$ cat config.mk
export PLATFORM = sky130hd
export DESIGN_NAME = shrg_seq_ctrl
export DESIGN_NICKNAME = d
export VERILOG_FILES = /design/src/rtl/shrg_seq_ctrl.sv
export SDC_FILE = /design/constraint.sdc
export NUM_CORES = 1
export LEC_CHECK = 0
export CAP_MARGIN = 20
export CORE_AREA = 8 8 45 47
export CTS_BUF_LIST = sky130_fd_sc_hd__clkbuf_4
export DETAILED_ROUTE_END_ITERATION = 10
export DIE_AREA = 0 0 53 55
export GPL_ROUTABILITY_DRIVEN = 1
export HOLD_SLACK_MARGIN = 0.08
export PLACE_DENSITY = 0.7
export SYNTH_ARGS = -nofsm -noshare
export SYNTH_HDL_FRONTEND = slang
export SYNTH_SLANG_ARGS = --single-unit
$ cat constraint.sdc
create_clock -name clk -period 2.1 [get_ports clk]
set_clock_uncertainty 0.1 [all_clocks]
set_input_delay 0.315 -clock clk [delete_from_list [all_inputs] [get_ports clk]]
set_output_delay 0.315 -clock clk [all_outputs]
set_load 0.02 [all_outputs]
$ cat src/rtl/shrg_seq_ctrl.sv
// Control sequencer for one N-bit shift register: parallel load (wri then set)
// or serial capture (data_en-gated shifts over a programmed count, then set).
module shrg_seq_ctrl #(
    parameter int N  = 8,
    parameter int CW = 4
) (
    input  logic          clk,
    input  logic          reset,
    input  logic          start,
    input  logic          mode,
    input  logic [CW-1:0] len,
    input  logic          data_en,
    input  logic          abort,
    output logic          shift_o,
    output logic          wri_o,
    output logic          set_o,
    output logic          busy,
    output logic          done,
    output logic [CW-1:0] cnt
);

    typedef enum logic [2:0] {
        IDLE   = 3'd0,
        LOAD   = 3'd1,
        SHIFT  = 3'd2,
        COMMIT = 3'd3,
        DONE   = 3'd4
    } state_t;

    localparam logic [CW-1:0] N_CW = CW'(N);

    state_t        state, state_nxt;
    logic [CW-1:0] cnt_nxt;

    // A zero or oversized length means a full-width capture.
    function automatic logic [CW-1:0] eff_len(input logic [CW-1:0] l);
        if (l == '0 || l > N_CW)
            return N_CW;
        return l;
    endfunction

    always_ff @(posedge clk or negedge reset) begin
        if (!reset) begin
            state <= IDLE;
            cnt   <= '0;
        end else begin
            state <= state_nxt;
            cnt   <= cnt_nxt;
        end
    end

    always_comb begin
        state_nxt = state;
        cnt_nxt   = cnt;
        case (state)
            IDLE: begin
                if (start) begin
                    if (mode) begin
                        state_nxt = LOAD;
                    end else begin
                        state_nxt = SHIFT;
                        cnt_nxt   = eff_len(len);
                    end
                end
            end
            LOAD: begin
                if (abort) begin
                    state_nxt = IDLE;
                    cnt_nxt   = '0;
                end else begin
                    state_nxt = COMMIT;
                end
            end
            SHIFT: begin
                // Abort takes priority over the final shift's move to COMMIT.
                if (abort) begin
                    state_nxt = IDLE;
                    cnt_nxt   = '0;
                end else if (data_en) begin
                    cnt_nxt = cnt - CW'(1);
                    if (cnt == CW'(1))
                        state_nxt = COMMIT;
                end
            end
            COMMIT: begin
                if (abort) begin
                    state_nxt = IDLE;
                    cnt_nxt   = '0;
                end else begin
                    state_nxt = DONE;
                end
            end
            DONE: begin
                state_nxt = IDLE;
            end
            default: begin
                state_nxt = IDLE;
                cnt_nxt   = '0;
            end
        endcase
    end

    always_comb begin
        shift_o = 1'b0;
        wri_o   = 1'b0;
        set_o   = 1'b0;
        done    = 1'b0;
        busy    = (state != IDLE);
        case (state)
            LOAD:    wri_o   = 1'b1;
            SHIFT:   shift_o = data_en;
            COMMIT:  set_o   = 1'b1;
            DONE:    done    = 1'b1;
            default: ;
        endcase
    end

endmodule

[After elaboration in Yosys (flattened, before gate mapping)]
Cells that the tools add are included.
Storage, ports and cells
  register bits after elaboration: 7
  ROM bits: 0
  input bits: 10
  RAM bits: 0
  memories kept: 0
  output and inout port bits: 9
  bits in latches: 0
  logic and storage cells: 46
Operators by class
  multiply operators: 0
  equal/unequal tests: 10
  reductions and logical operators: 7
  multiplexer cells: 24
  div/mod/pow operators: 0
  shift operators: 0
  bitwise logic cells: 1
  add/subtract/negate cells: 1
  magnitude comparators: 1
Operator list (number)
  2-to-1 mux 4 bit: 7
  one-hot mux 4 bit (4 select lines): 1
  2-to-1 mux 3 bit: 5
  one-hot mux 3 bit (4 select lines): 1
  2-to-1 mux 1 bit: 8
  equality test 3 x 2 -> 1 bit (second input constant): 2
  inequality test 3 bit (second input constant): 2
  AND reduction 5 bit: 1
  equality test 4 x 1 -> 1 bit (second input constant): 1
  > comparator 4 bit (second input constant): 1
  logical NOT 4 bit: 1
  2-to-1 mux 2 bit: 2
  inequality test 2 bit (second input constant): 2
  subtractor 4 x 1 -> 4 bit (second input constant): 1
  equality test 3 x 1 -> 1 bit (second input constant): 1
  equality test 3 bit (second input constant): 1
  logical NOT 3 bit: 1
  AND reduction 3 bit: 1
  nonzero test 3 bit: 1
  inequality test 2 x 1 -> 1 bit (second input constant): 1
  OR reduction 2 bit: 1
  logical OR 1 bit: 1
  inverter 1 bit: 1

[Depth between registers and ports, before layout]
Gate-level depths: netlist of run 1.
  depth after elaboration: 10
  gate-level depth with buffers: 6

[Worst setup path before layout of run 1]
OpenSTA, ideal clock, no wires.
  path kind: flip-flop to flip-flop
  start: reg state[0]
  end: reg cnt[3]
  required time: 1.926 ns
  stages on the path, launching flop included: 6
  library setup time: 0.074 ns
  arrival time: 1.541 ns
  setup slack: 0.385 ns
  cells stage by stage: dfrtp_1 buf_6 or4b_4 buf_6 o32a_1 o21ai_2
Between the ends
  word-level cells in the longest chain between the ends: 4
  elaborated cells between the ends (all ways): 13
  those cells by class: eq/ne: 8; mux: 1; bitwise: 1; reduce/logical: 3
Ends and longest elaborated chain
  start, declared: line 32  | state_t state, state_nxt;
  start signal, assigned: line 47  | state <= state_nxt;
  equality test 3 x 2 -> 1 bit / equality test 3 x 1 -> 1 bit (equally long branches): line 55  | case (state)
  OR reduction 2 bit (no line)
  inequality test 2 x 1 -> 1 bit (no line)
  AND reduction 5 bit (no line)
  end signal, assigned: line 48  | cnt <= cnt_nxt;
  end, declared: line 19  | output logic [CW-1:0] cnt
Several ways; a longest one is shown, not always the timed one.
A chain may end at the register's enable or synchronous reset.

[Worst setup path in the final report of run 1]
  start: reg state[0]
  end: out busy
Between the ends
  word-level cells in the longest chain between the ends: 1
Ends and longest elaborated chain
  nonzero test 3 bit: line 108  | busy = (state != IDLE);
  end, declared: line 17  | output logic busy,
No other way between the ends.

==> flow_summary_export.csv, run 1 <==
group,metric,value,unit
sta,tightest_slew,0.4349,ns
floorplanning,die_h,55,um
worst_setup_path,cp.arrival,1.51,ns
sta,max_freq,0.5189,GHz
worst_setup_path,startpoint_type,"flip-flop",
drt,drtIter0Drc,7,
power_and_ir_drop,p_switching,415.3,uW
grt,grt_max_degree,9,
final_layout,insertedDiodeCount,0,
grt,grt_pass1_wl,2.159,mm
logic_synthesis,synth_cells,62,
logic_synthesis,syn_area,514.2,um2
sta,setup_violations,0,
floorplanning,fp.dieArea,2915,um2
flow_run,cap_violations,0,
sta,maxSlewHeadroom,70.91,%
final_layout,fin_util,52.98,%
logic_synthesis,synth_area_leaders,"dfrtp_1 34%, nor2_1 11%, a21oi_1 4.9%, ha_1 4.9%, buf_6 4.4%",
power_and_ir_drop,p_seq_share,25.6,%
power_and_ir_drop,clkPwrFrac,14.1,%
cts,path_clk_slew,0.05,ns
worst_setup_path,cp_max_fo,8,
logic_synthesis,synth_flop_cell,"dfrtp_1",
power_and_ir_drop,power,951.8,uW
drt,route.vias.total,517,
logic_synthesis,ys_ff_latch,7,
power_and_ir_drop,peakVddDrop,0.0006116,V
final_layout,layout_commonest_cell,"nor2_1",
floorplanning,die_x,53,um
power_and_ir_drop,p_leak,0.3758,nW
final_layout,fin_nets,95,
floorplanning,row_count,14,
worst_setup_path,endpoint_kind,"output pin",
power_and_ir_drop,internal-power,536.5,uW
logic_synthesis,yosysUniqueCellTypes,26,
sta,tns,0,ns
logic_synthesis,synthArstFlopShare,100.0,%
logic_synthesis,ys_seq_area_share,34.06,%
worst_setup_path,critical_path_class,"flip-flop to output pin",
min_path,hold_path.class,"input pin to async pin",
cts,cts_buffer_depth,2,
logic_synthesis,synth_edf_count,0,
drt,dr.pass1.iters,3,
sta,maxSlewViolCount,0,
power_and_ir_drop,swShare,43.64,%
grt,track_usage,9.995,%
logic_synthesis,synth_area_leader_cell,"dfrtp_1",
drt,drcViolationCount,0,
placed_design,hpwlAfterDp,1.045,mm
cts,clock-root-buffer,"clkbuf_4",
placed_design,io_buffers,18,
logic_synthesis,avgSynthCellArea,8.294,um2
grt,grt.overflow.total,0,
drt,ant_nets,0,
sta,hold_viol,0,
sta,rsz0062_at_grt,"false",
floorplanning,initial_core_util,37.16,%
final_layout,final_cell_mix,"15 x nor2_1, 13 x clkdlybuf4s50_1, 7 x dfrtp_1",
worst_setup_path,worstPathRequired,1.68,ns
drt,drt-total-wl,1.305,mm
cts,hold_buffers,0,
grt,grt_pass1_vias,488,
drt,post_drt_wl_per_cell,13.32,um
floorplanning,coreArea,1384,um2
final_layout,drive_above_1_share,9.756,%
logic_synthesis,synth_top_area_share,34.06,%
power_and_ir_drop,power_density,1298,nW/um2
final_layout,areaGrowthSynthToFinish,42.58,%
status,status,"finished clean",
cts,h-tree-depth,1,
floorplanning,ioPinCount,19,
power_and_ir_drop,combPwrFrac,60.3,%
sta,timing.final.crit_share,91.77,%
logic_synthesis,syn_nets,74,
drt,drt-vias-per-instance,5.276,
cts,clk_latency,0.25,ns
cts,cts_buffers,3,
cts,clkSinkCount,7,
grt,antenna_found_initial,0,
cts,cts_tree,"done",
logic_synthesis,yosysWarningCount,0,
sta,final.min_clock_period,1.927,ns
placed_design,place.gp.congestion,0.7568,
## logic make-up (layout without fill, tap and decap cells)
group	Yosys count	after routing	synth area share, %
compound gates	13	13	16.79
buf+inv	7	27	8.270
mux	2	2	3.893
flops	7	7	34.06
simple gates	30	30	30.41
fa+ha+maj	2	2	4.865
xor+xnor	1	1	1.703
## Yosys cell counts (all sizes together), types with 2 or more instances
cell   number
o21ai       2
a21oi       5
inv         3
ha          2
and3        2
nor2       15
o31ai       2
nor3b       2
or3         3
dfrtp       7
nor3        3
buf         3
mux2i       2
## per-stage QoR
step	instance area, um2	instances	worst slack [ns]	hold slack, ns
final	733.2	98	0.1729	0.2154
after floorplan	514.2	62	0.3854	-0.08059
after global routing	733.2	98	0.1050	0.2239
after detailed placement	698.2	94	0.1112	0.4633
after CTS	725.7	98	0.03847	0.2195
after global placement	698.2	94	0.1049	0.4603
## critical path, stage by stage, from the launching register on
cell and delay (ns):
dfrtp_1 0.46, or3_1 0.45, dlygate4sd2_1 0.35
## final cells by class
class	instances	area, um2
Sequential cell	7	175.2
Fill cell	144	650.6
Timing Repair Buffer	20	200.2
Tap cell	16	20.02
Clock buffer	4	30.03
Multi-Input combinational cell	48	296.5
Inverter	3	11.26
## power groups by stage
stage | clock (mW) | sequential, mW | combinational, mW
floorplan | 0 | 0.248 | 0.401
global placement | 0 | 0.245 | 0.588
detailed placement | 0 | 0.245 | 0.590
CTS | 0.138 | 0.244 | 0.584
global route | 0.152 | 0.251 | 0.637
finish | 0.134 | 0.243 | 0.574
## per-layer routing
metal,vias up,global-route usage [%],share of wire [%]
met4,0,3.879,0.69
li1,258,-,-
met3,3,6.150,9.3
met1,239,10.17,42
met5,-,0,0
met2,17,16.41,47
## sequential cells by signal, indices dropped and copies added, names as in the netlist
register	flops
cnt	4
state	3
## final timing paths
check	cells past startpoint	slack, ns	startpoint	end
max in group asynchronous	1	1.44	reset	cnt[1]
hold / removal	1	0.22	reset	state[1]
hold reg to reg	2	0.47	state[1]	state[2]
setup / recovery	2	0.17	state[0]	busy
setup reg to reg	4	0.39	state[1]	cnt[0]
min in group clk	2	0.47	state[1]	state[2]
## repair_timing
item,in CTS,in global routing
buffers inserted,0,0
endpoints found under the setup margin,2,3
gates cloned,0,0
resized for setup,2,3
Note: power is estimated with default switching activity, not from simulation.
==> inputs of run 2 (changes only) <==
--- a/config.mk
+++ b/config.mk
@@ -13,6 +13,7 @@
 export GPL_ROUTABILITY_DRIVEN = 1
 export HOLD_SLACK_MARGIN = 0.08
 export PLACE_DENSITY = 0.7
+export SKIP_LAST_GASP = 1
 export SYNTH_ARGS = -nofsm -noshare
 export SYNTH_HDL_FRONTEND = slang
 export SYNTH_SLANG_ARGS = --single-unit
==> results of run 2 <==
Same layout as run 1: the final DEF is identical, and so are final timing and power.
==> inputs of run 3 (changes only) <==
--- a/config.mk
+++ b/config.mk
@@ -5,12 +5,13 @@
 export SDC_FILE = /design/constraint.sdc
 export NUM_CORES = 1
 export LEC_CHECK = 0
-export CAP_MARGIN = 20
+export CAP_MARGIN = 5
 export CORE_AREA = 8 8 45 47
 export CTS_BUF_LIST = sky130_fd_sc_hd__clkbuf_4
 export DETAILED_ROUTE_END_ITERATION = 10
 export DIE_AREA = 0 0 53 55
 export GPL_ROUTABILITY_DRIVEN = 1
+export GPL_TIMING_DRIVEN = 0
 export HOLD_SLACK_MARGIN = 0.08
 export PLACE_DENSITY = 0.7
 export SKIP_LAST_GASP = 1
==> flow_summary_export.csv, run 3 (synthesis gave the netlist of run 1 again) <==
group,metric,value,unit
placed_design,hpwlAfterDp,1.028,mm
cts,cts_buffers,3,
power_and_ir_drop,power_density,1302,nW/um2
worst_setup_path,path_cells,"buf_2 -> or3_1 -> dlygate4sd2_1",
floorplanning,fp.dieArea,2915,um2
final_layout,fin_nets,97,
grt,grt.overflow.total,0,
cts,clkSinkCount,7,
status,status,"finished clean",
floorplanning,die_h,55,um
worst_setup_path,max_stage_delay,0.41,ns
sta,final.min_clock_period,1.970,ns
cts,clock-root-buffer,"clkbuf_4",
cts,clk_latency,0.25,ns
floorplanning,initial_core_util,37.16,%
power_and_ir_drop,p_leak,0.3974,nW
final_layout,top_regs,"cnt x4, state x3",
sta,rsz0062_at_grt,"false",
final_layout,seq_area,175.2,um2
sta,maxSlewHeadroom,69.54,%
worst_setup_path,worstPathRequired,1.68,ns
cts,cts_tree,"done",
drt,ant_nets,0,
placed_design,post-place-ws,-0.06632,ns
drt,drt-vias-per-instance,5.160,
worst_setup_path,cp.arrival,1.56,ns
worst_setup_path,cp_max_fo,10,
cts,hold_buffers,0,
worst_setup_path,startpoint_type,"flip-flop",
final_layout,layout_commonest_cell,"nor2_1",
worst_setup_path,r2r-start,"state[1]",
cts,h-tree-depth,1,
drt,drt-total-wl,1.310,mm
power_and_ir_drop,p_switching,422.1,uW
drt,drtIter0Drc,9,
sta,setup_violations,0,
drt,post_drt_wl_per_cell,13.10,um
worst_setup_path,endpoint_kind,"output pin",
sta,timing.final.crit_share,93.82,%
worst_setup_path,critical_path_class,"flip-flop to output pin",
grt,antenna_found_initial,0,
worst_setup_path,reg2reg_slack,0.27,ns
final_layout,regMostFlops,"cnt",
cts,cts_buffer_depth,2,
cts,path_clk_slew,0.05,ns
floorplanning,coreArea,1384,um2
grt,grt_pass1_wl,2.366,mm
min_path,hold_path.class,"input pin to async pin",
floorplanning,die_x,53,um
power_and_ir_drop,clkPwrFrac,13.5,%
sta,fin_ws,0.1297,ns
worst_setup_path,reg2reg_to,"cnt[0]",
final_layout,insertedDiodeCount,0,
placed_design,place.gp.congestion,0.7690,
drt,route.vias.total,516,
floorplanning,row_count,14,
placed_design,io_buffers,18,
final_layout,areaGrowthSynthToFinish,46.47,%
drt,drcViolationCount,0,
final_layout,multi_input_comb_area,296.5,um2
power_and_ir_drop,swShare,43.04,%
worst_setup_path,r2r_cells,5,
sta,max_freq,0.5075,GHz
final_layout,nFillCells,136,
power_and_ir_drop,p_seq_share,23.0,%
grt,grt_pass1_vias,528,
grt,track_usage,10.70,%
power_and_ir_drop,peakVddDrop,0.0006588,V
sta,hold_viol,0,
drt,dr.pass1.iters,2,
sta,maxSlewViolCount,0,
final_layout,largest_register_ffs,4,
power_and_ir_drop,power,980.7,uW
final_layout,final_cell_mix,"15 x nor2_1, 13 x clkdlybuf4s50_1, 7 x dfrtp_1",
flow_run,cap_violations,0,
floorplanning,ioPinCount,19,
final_layout,drive_above_1_share,10.71,%
grt,grt_max_degree,11,
power_and_ir_drop,combPwrFrac,63.5,%
worst_setup_path,slowest_stage,"or3_1",
sta,tightest_slew,0.4555,ns
power_and_ir_drop,internal-power,558.6,uW
-- run 3: cell count changes in the layout (fill, tap and decap cells not counted) --
cell / delta
buf_2: +1
buf_4: -2
buf_6: +2
clkbuf_1: +1
dlygate4sd2_1: -1
dlymetal6s2s_1: +1
-- run 3: power groups by stage --
stage               logic [mW]  clock network, mW  registers [mW]
floorplan                0.401                  0           0.248
finish                   0.623              0.133           0.225
CTS                      0.632              0.137           0.226
global placement         0.631                  0           0.227
detailed placement       0.637                  0           0.226
global route             0.702              0.151           0.232
-- run 3: area by class of cell --
type | count | area share, %
Clock buffer | 4 | 3.987
Buffer | 4 | 4.153
Multi-Input combinational cell | 48 | 39.37
Inverter | 3 | 1.495
Timing Repair Buffer | 18 | 25.08
Sequential cell | 7 | 23.26
Tap cell | 16 | 2.658
-- run 3: how the worst max path moves through the flow --
| stage | start | endpoint | cells after the start |
|---|---|---|---|
| floorplan | state[0] | cnt[3] | 5 |
| global placement | abort | cnt[3] | 5 |
| detailed placement | abort | cnt[3] | 5 |
| CTS | state[0] | shift_o | 4 |
| global route | state[1] | busy | 3 |
| finish | state[1] | busy | 3 |
-- run 3: timing repair --
| item | in CTS | in global routing |
|---|---|---|
| resized for setup | 1 | 4 |
| buffers inserted | 0 | 0 |
| setup endpoints to repair | 1 | 4 |
| pin swaps | 0 | 0 |
-- run 3: routing by layer --
layer	global-route usage (%)	wire length, um	vias to the layer above	part of all wire (%)
met5	0	0	-	0
met4	3.879	0	0	0
met3	4.813	96	0	7.3
met2	16.60	617	17	47
met1	12.77	596	236	45
li1	-	-	263	-
-- run 3: through the flow --
stage,area [um2],setup TNS [ns],utilization [%],hold slack [ns],instances
final,753.2,0,54.43,0.2107,100
after global routing,753.2,0,54.43,0.2330,100
after CTS,743.2,0,53.71,0.2133,100
after detailed placement,714.4,-0.08396,51.63,0.4779,96
after global placement,714.4,-0.07290,51.63,0.4733,96
after floorplan,514.2,0,-,-0.08059,62
-- run 3: critical path: cells and delay by family (launching register included) --
| family | cells | cell delay (ns) |
|---|---|---|
| buf+inv | 2 | 0.52 |
| simple gates | 1 | 0.41 |
| flops | 1 | 0.37 |
==> edit, RTL diff (config.mk and constraints of run 1) <==
Add an input register stage for `start`, `mode`, `len`, `data_en` and `abort`; this delays them by one clock.
--- a/src/rtl/shrg_seq_ctrl.sv
+++ b/src/rtl/shrg_seq_ctrl.sv
@@ -31,2 +31,16 @@
 
+    logic start_q;
+    logic mode_q;
+    logic [CW-1:0] len_q;
+    logic data_en_q;
+    logic abort_q;
+
+    always_ff @(posedge clk) begin
+        start_q   <= start;
+        mode_q    <= mode;
+        len_q     <= len;
+        data_en_q <= data_en;
+        abort_q   <= abort;
+    end
+
     state_t        state, state_nxt;
@@ -56,4 +70,4 @@
             IDLE: begin
-                if (start) begin
-                    if (mode) begin
+                if (start_q) begin
+                    if (mode_q) begin
                         state_nxt = LOAD;
@@ -61,3 +75,3 @@
                         state_nxt = SHIFT;
-                        cnt_nxt   = eff_len(len);
+                        cnt_nxt   = eff_len(len_q);
                     end
@@ -66,3 +80,3 @@
             LOAD: begin
-                if (abort) begin
+                if (abort_q) begin
                     state_nxt = IDLE;
@@ -75,6 +89,6 @@
                 // Abort takes priority over the final shift's move to COMMIT.
-                if (abort) begin
+                if (abort_q) begin
                     state_nxt = IDLE;
                     cnt_nxt   = '0;
-                end else if (data_en) begin
+                end else if (data_en_q) begin
                     cnt_nxt = cnt - CW'(1);
@@ -85,3 +99,3 @@
             COMMIT: begin
-                if (abort) begin
+                if (abort_q) begin
                     state_nxt = IDLE;
@@ -110,3 +124,3 @@
             LOAD:    wri_o   = 1'b1;
-            SHIFT:   shift_o = data_en;
+            SHIFT:   shift_o = data_en_q;
             COMMIT:  set_o   = 1'b1;
Formal check against the unedited RTL: not equivalent (a bounded check fails within 4 cycles, from zero or initial values and one cycle with reset low).
==> edit against run 1 <==
Die area did not move; highest routed layer unchanged; maximum frequency is 3.5% lower; largest power group unchanged; routed wire length is 13% higher; sequential cell count is 8 higher; setup slack got worse by 0.069 ns; final area up 24%; area after synthesis is 34% higher; total power up 19%.
==> edit: results (changes against run 1) <==
| Metric | Value |
|---|---|
| Place WS | `0.205 ns (+0.0941 ns)` |
| Final RePlAce weighted congestion | `0.787 (+4.0%)` |
| Maximum VDD drop | `577 uV (-5.6%)` |
| Status | `completed` |
| Fillers | `120 (-17%)` |
| Clock slew at reported path FFs | `0.09 ns (+0.04 ns)` |
| Iter 0 DRT Violations | `9 (+2)` |
| Pin count of the biggest net entering global routing | `14 (+5)` |
| M3 GR Usage | `0.0428 (-0.0187)` |
| Synth Area in Compound Gates | `0.120 (-0.0479)` |
| Routed met2 length | `630 um (+1.8%)` |
| Via/cell ratio | `5.31 (+0.74%)` |
| Met2 GRT Util | `0.193 (+0.0293)` |
| Synth top area cells | `dfrtp_1 (25%), dfxtp_1 (23%), nor2_1 (4.9%)` |
| Worst-path fanout max | `10 (+2)` |
| Top cells by count, synth | `nor2_1 (9), dfxtp_1 (8), dfrtp_1 (7), a21oi_1 (6), nor3b_1 (4)` |
| Metal3 WL | `97 um (-20%)` |
| Max incr delay on CP | `0.48 ns (+0.02 ns)` |
| M1 WL | `699 um (+26%)` |
| First-pass DRT Iterations | `4 (+1)` |
| Family with the most delay on the worst path | `simple AND/OR/NAND/NOR gates` |
| Vias in the first global route | `580 (+19%)` |
| Largest regs | `cnt x4, len_q x4, state x3` |
| Adder-cell share of the synthesized area | `0.0364 (-0.0123)` |
| Layout Nets | `102 (+7.4%)` |
| Static Leak | `0.424 nW (+13%)` |
| Placed cell areas | `880 sq um (+26%)` |
| Synthesized net count | `81 (+9.5%)` |
| Post-synthesis sequential area ratio | `0.487 (+0.147)` |
| Yosys cell types | `28 (+7.7%)` |
| Sw Pwr | `0.449 mW (+8.0%)` |
| Gr usage total | `0.119 (+0.0191)` |
| First-pass GRT wire length | `2.53 mm (+17%)` |
| Critical path's slowest cell | `or3_2` |
| Rel. slew slack | `0.773 (+0.0640)` |
| Top_reg_cell synth | `dfxtp_1` |
| Dpl hpwl | `1.07 mm (+2.2%)` |
edit: cell types whose count changed after synthesis, sizes merged, moves of 2 or more:
cell,delta
nand2,+2
nand3b,+2
and3,-2
nor2,-6
o31ai,-2
o2bb2ai,+2
dfxtp,+8
nor3b,+3
edit: worst paths after layout:
path                            slack [ns]      from  endpoint  cells after the start
worst max-delay path                  0.10  state[2]      busy                      2
worst min-delay path                  0.18     reset  state[1]                      1
worst max register to register        0.30  state[0]    cnt[2]                      5
worst min register to register        0.42   abort_q  state[2]                      1
max in group asynchronous             1.47     reset    cnt[0]                      1
min in group clk                      0.36     abort   abort_q                      1
edit: what timing repair did:
action | in CTS | in global routing
hold buffers | 0 | 0
endpoints found under the setup margin | 3 | 2
resized for setup | 3 | 2
edit: per-stage QoR:
step / utilization / cells
3_5_place_dp: 0.636 / 101
4_1_cts: 0.653 / 105
3_3_place_gp: 0.636 / 101
5_1_grt: 0.656 / 105
6_report: 0.656 / 105
2_1_floorplan: - / 69
edit: cells by family (layout without fill, tap and decap cells):
logic type	Yosys count	after routing
fa+ha+maj	2	2
flops	15	15
simple gates	31	31
buf+inv	6	26
compound gates	13	13
mux	2	2
edit: power groups by stage:
stage / Clock (mW) / Sequential (mW) / Combinational, mW
floorplan: 0 / 0.422 / 0.350
global placement: 0 / 0.396 / 0.580
detailed placement: 0 / 0.398 / 0.588
CTS: 0.175 / 0.391 / 0.578
global route: 0.191 / 0.401 / 0.632
finish: 0.169 / 0.390 / 0.575
edit: final cells by class:
cell class	instances	area [sq um]	area share
tap	16	20.0	0.0220
inverter	2	7.51	0.00826
sequential	15	335	0.369
clock buffer	3	22.5	0.0248
timing repair buffer	20	196	0.216
multi-input combinational	48	322	0.354
clock inverter	1	5.00	0.00551
